### config.mk
export PLATFORM = sky130hd
export DESIGN_NAME = mem_wb_stage_v2
export DESIGN_NICKNAME = d
export VERILOG_FILES = /design/src/rtl/mem_wb_stage_v2.sv
export SDC_FILE = /design/constraint.sdc
export NUM_CORES = 1
export LEC_CHECK = 0
export ABC_CLOCK_PERIOD_IN_PS = 5200
export BUFFER_PORTS_ARGS = -buffer_cell sky130_fd_sc_hd__buf_2
export CORE_MARGIN = 2
export CORE_UTILIZATION = 51
export CTS_CLUSTER_SIZE = 16
export DETAILED_ROUTE_END_ITERATION = 8
export PLACE_DENSITY_LB_ADDON = 0.25
export SLEW_MARGIN = 20
export SYNTH_ARGS = -nofsm -noshare
export SYNTH_HDL_FRONTEND = slang
export SYNTH_SLANG_ARGS = --single-unit
### constraint.sdc
create_clock -name i_clk -period 5.2 [get_ports i_clk]
set_clock_uncertainty 0.2 [all_clocks]
set_input_delay 0.78 -clock i_clk [delete_from_list [all_inputs] [get_ports i_clk]]
set_output_delay 0.78 -clock i_clk [all_outputs]
set_load 0.05 [all_outputs]
### src/rtl/mem_wb_stage_v2.sv
// mem_wb_stage_v2: MEM/WB pipeline register with valid tracking,
// stall/flush, retire counter and registered debug readback.
module mem_wb_stage_v2 #(
  parameter int NB_REG  = 32,
  parameter int NB_CTRL = 4,
  parameter int NB_ADDR = 5,
  parameter int RW_BIT  = 0,
  parameter int NB_CNT  = 32
) (
  input  logic               i_clk,
  input  logic               i_reset,
  input  logic               i_dunit_clk_en,
  input  logic               i_stall,
  input  logic               i_flush,
  input  logic               i_valid,
  input  logic [NB_REG-1:0]  i_pc_eight,
  input  logic [NB_REG-1:0]  i_read_data,
  input  logic [NB_REG-1:0]  i_alu_res,
  input  logic [NB_ADDR-1:0] i_data_addr,
  input  logic [NB_CTRL-1:0] i_control,
  input  logic               i_cnt_clr,
  input  logic [2:0]         i_dbg_sel,
  output logic               o_valid,
  output logic [NB_REG-1:0]  o_pc_eight,
  output logic [NB_REG-1:0]  o_read_data,
  output logic [NB_REG-1:0]  o_alu_res,
  output logic [NB_ADDR-1:0] o_data_addr,
  output logic [NB_CTRL-1:0] o_control,
  output logic               o_reg_write,
  output logic [NB_CNT-1:0]  o_retired,
  output logic [NB_REG-1:0]  o_dbg_data
);

  localparam int NB_PK = NB_ADDR + NB_CTRL + 1;

  logic               valid_q;
  logic [NB_REG-1:0]  pc_q;
  logic [NB_REG-1:0]  rd_q;
  logic [NB_REG-1:0]  alu_q;
  logic [NB_ADDR-1:0] addr_q;
  logic [NB_CTRL-1:0] ctrl_q;
  logic [NB_CNT-1:0]  cnt_q;
  logic [NB_REG-1:0]  dbg_q;
  logic [NB_REG-1:0]  dbg_nxt;
  logic [NB_PK-1:0]   pk;
  logic               bubble;
  logic               adv;

  assign bubble = i_dunit_clk_en & i_flush;
  assign adv    = i_dunit_clk_en & ~i_flush & ~i_stall;

  always_ff @(posedge i_clk) begin
    if (i_reset) begin
      valid_q <= 1'b0;
      pc_q    <= '0;
      rd_q    <= '0;
      alu_q   <= '0;
      addr_q  <= '0;
      ctrl_q  <= '0;
    end else if (bubble) begin
      valid_q <= 1'b0;
      pc_q    <= '0;
      rd_q    <= '0;
      alu_q   <= '0;
      addr_q  <= '0;
      ctrl_q  <= '0;
    end else if (adv) begin
      valid_q <= i_valid;
      pc_q    <= i_pc_eight;
      rd_q    <= i_read_data;
      alu_q   <= i_alu_res;
      addr_q  <= i_data_addr;
      ctrl_q  <= i_control;
    end
  end

  // Clear is deliberately not gated by the debug clock enable.
  always_ff @(posedge i_clk) begin
    if (i_reset || i_cnt_clr) begin
      cnt_q <= '0;
    end else if (adv && i_valid) begin
      cnt_q <= cnt_q + NB_CNT'(1);
    end
  end

  assign pk = {addr_q, ctrl_q, valid_q};

  always_comb begin
    dbg_nxt = '0;
    unique case (i_dbg_sel)
      3'd0:    dbg_nxt = pc_q;
      3'd1:    dbg_nxt = rd_q;
      3'd2:    dbg_nxt = alu_q;
      3'd3:    dbg_nxt = NB_REG'(pk);
      3'd4:    dbg_nxt = NB_REG'(cnt_q);
      default: dbg_nxt = '0;
    endcase
  end

  // Readback runs every cycle so a halted core can still be inspected.
  always_ff @(posedge i_clk) begin
    if (i_reset) begin
      dbg_q <= '0;
    end else begin
      dbg_q <= dbg_nxt;
    end
  end

  assign o_valid     = valid_q;
  assign o_pc_eight  = pc_q;
  assign o_read_data = rd_q;
  assign o_alu_res   = alu_q;
  assign o_data_addr = addr_q;
  assign o_control   = ctrl_q;
  assign o_reg_write = ctrl_q[RW_BIT] & valid_q;
  assign o_retired   = cnt_q;
  assign o_dbg_data  = dbg_q;

endmodule
==> flow_summary.json <==
{
  "netlist_area_um2": 6631,
  "grt_use_total": 0.3046,
  "path_clk_slew_ns": 0.06,
  "r2r_cells": 5,
  "h-tree-depth": 4,
  "die_width_um": 118.0,
  "setup_tns_ns": 0,
  "fin_crit_sh": 0.5055,
  "cts_setup_buffers": 0,
  "start_util": 0.5234,
  "power.total_mw": 3.011,
  "synthArstFlopShare": 0,
  "cts-root-buf": "clkbuf_16",
  "hold_depth": 2,
  "layoutNonFillerInstCount": 1245,
  "postRouteAntennaNets": 0,
  "fin_crit_ns": 2.629,
  "coreArea_um2": 12670,
  "place_inst": 1212,
  "via_per_inst": 5.615,
  "drtPass1Iterations": 5,
  "hpwl_um": 14690,
  "avgSynthCellArea_um2": 8.177,
  "ctsResizeCount": 0,
  "multi_input_area_um2": 3030,
  "powerDensity_nw_per_um2": 342.8,
  "synth-edff-count": 0,
  "syn_inst": 811,
  "required_ns": 5.34,
  "cp-start-kind": "input port",
  "ys_seq_area_frac": 0.5132,
  "fmax_mhz": 380.4,
  "slew_viol_final": 0,
  "synth_ff_type": "dfxtp_1",
  "vias": 6991,
  "hp-class": "flop to flop",
  "status": "finished, final reports clean",
  "io_buffers": 285,
  "drc": 0,
  "yosysUniqueCellTypes": 32,
  "whs_ns": 0.2693,
  "antenna_found_initial": 1,
  "grt_pass1_vias": 6436,
  "dpl-instance-area_um2": 8108,
  "cts_hold_buf": 0,
  "fillers": 1116,
  "drive_gt1_frac": 0.3097,
  "setup_viol": 0,
  "rsz0062_at_grt": "false",
  "finish.instance_area_um2": 8785,
  "grt_pass1_wl_um": 33800,
  "end_kind": "flop",
  "irDropWorstVdd_mv": 0.2453,
  "syn_nets": 927,
  "max-slew-margin-rel": 0.2696,
  "clock_sinks": 170,
  "synth-seq-cells": 170,
  "dieArea_um2": 13930,
  "yosysWarnings": 0,
  "grt_max_degree": 107,
  "arrival_ns": 2.77,
  "cts_buffer_depth": 2,
  "drtIter0Drc": 691,
  "wirelength_um": 21700,
  "leakagePower_nw": 3.658,
  "tritoncts": "built",
  "drv_cap": 0,
  "numCtsBuffers": 17,
  "overflow": 0,
  "fp-row-count": 41,
  "gp_congestion": 0.8608,
  "worstSkewPairLatency_ns": 0.43,
  "nets": 1175,
  "io_pins": 286,
  "max_slew.worst_pin.slew_ns": 1.096,
  "hold_violations": 0,
  "die-height_um": 118.0,
  "worstSetupPathType": "input port to flop",
  "wl_per_cell_um": 17.43,
  "syn_to_final_growth_pct": 32.47,
  "regArea_um2": 3403,
  "worstPathMaxFanout": 64
}
[registers in the layout, summed over array words and instances (netlist names)]
signal / cells
o_read_data: 32
o_alu_res: 32
o_pc_eight: 32
o_control: 4
o_valid: 1
o_data_addr: 5
o_dbg_data: 32
o_retired: 32
[metrics by stage]
step | setup WS, ns | util
finish | 2.571 | 0.6933
global route | 2.451 | 0.6933
CTS | 2.741 | 0.6924
detailed placement | 2.329 | 0.6399
global placement | 2.383 | 0.6399
floorplan | 2.741 | -
[area by class of cell]
class                           count  share of cell area
Antenna cell                        1           0.0002849
Clock buffer                       19             0.05042
Clock inverter                     13             0.02535
Inverter                            1           0.0004273
Multi-Input combinational cell    579              0.3450
Sequential cell                   170              0.3874
Tap cell                          172             0.02450
Timing Repair Buffer              290              0.1666
[per-layer routing]
metal,track usage,part of all wire
met3,0.08188,0.084
met4,0.1250,0.031
met1,0.3771,0.40
met2,0.5022,0.48
met5,0,0
[kinds of logic (layout without fill, tap and decap cells)]
group | count (synthesis) | after routing | share of synthesized area
and+or+nand+nor | 312 | 312 | 0.2079
AOI/OAI and AO/OA | 245 | 245 | 0.2109
DFF | 170 | 170 | 0.5132
buffers and inverters | 62 | 323 | 0.03641
xor gates and xnor gates | 11 | 11 | 0.01453
muxes | 10 | 10 | 0.01509
adders and majority gates | 1 | 1 | 0.001886
other | 0 | 1 | 0
[path summary, 6_finish.rpt]
| kind | start | slack (ns) | end |
|---|---|---|---|
| worst max-delay path | i_flush | 2.57 | o_read_data[2] |
| worst min-delay path | o_pc_eight[9] | 0.27 | o_pc_eight[9] |
| worst max register to register | o_retired[0] | 2.71 | o_retired[28] |
| worst min register to register | o_pc_eight[9] | 0.27 | o_pc_eight[9] |
[cell usage after synthesis (4+ instances only)]
master / count / area share
a21oi_1: 169 / 0.13
a22oi_1: 54 / 0.061
and4_1: 6 / 0.0079
buf_1: 6 / 0.0034
clkbuf_1: 53 / 0.030
dfxtp_1: 170 / 0.51
mux2i_1: 10 / 0.015
nand2_1: 227 / 0.13
nand3_1: 8 / 0.0060
nand4_1: 10 / 0.0094
nor2_1: 24 / 0.014
o21ai_0: 7 / 0.0053
o31ai_1: 14 / 0.016
or3_1: 6 / 0.0057
or4_1: 14 / 0.016
xnor2_1: 4 / 0.0053
xor2_1: 7 / 0.0092
[report_power, final]
| part | internal, mW | switching [mW] | total (mW) |
|---|---|---|---|
| Clock | 0.911 | 0.515 | 1.43 |
| Combinational | 0.0686 | 0.177 | 0.246 |
| Sequential | 1.32 | 0.0173 | 1.34 |
| Total | 2.30 | 0.709 | 3.01 |
[worst max-delay path, stage by stage]
cell     delay (ns)
buf_2          0.13
nor2_1         0.33
and2_4         0.68
buf_4          0.52
nand2_1        0.13
a21oi_1        0.13
[cell usage in the layout, fill, tap and decap left out, drive strengths merged]
cell	count
buf	290
nand2	227
dfxtp	170
a21oi	169
a22oi	54
nor2	24
clkbuf	19
or4	15
o31ai	14
nand4	10
mux2i	10
nand3	8
o21ai	7
xor2	7
clkinv	7
and4	6
or3	6
bufinv	6
xnor2	4
and3	3
nor4	2
nor3b	2
nand2b	2
and2	2
nor3	2
diode	1
a21o	1
and4bb	1
or2	1
nand4bb	1
inv	1
ha	1
No activity file was read; power rests on OpenSTA's default activity.
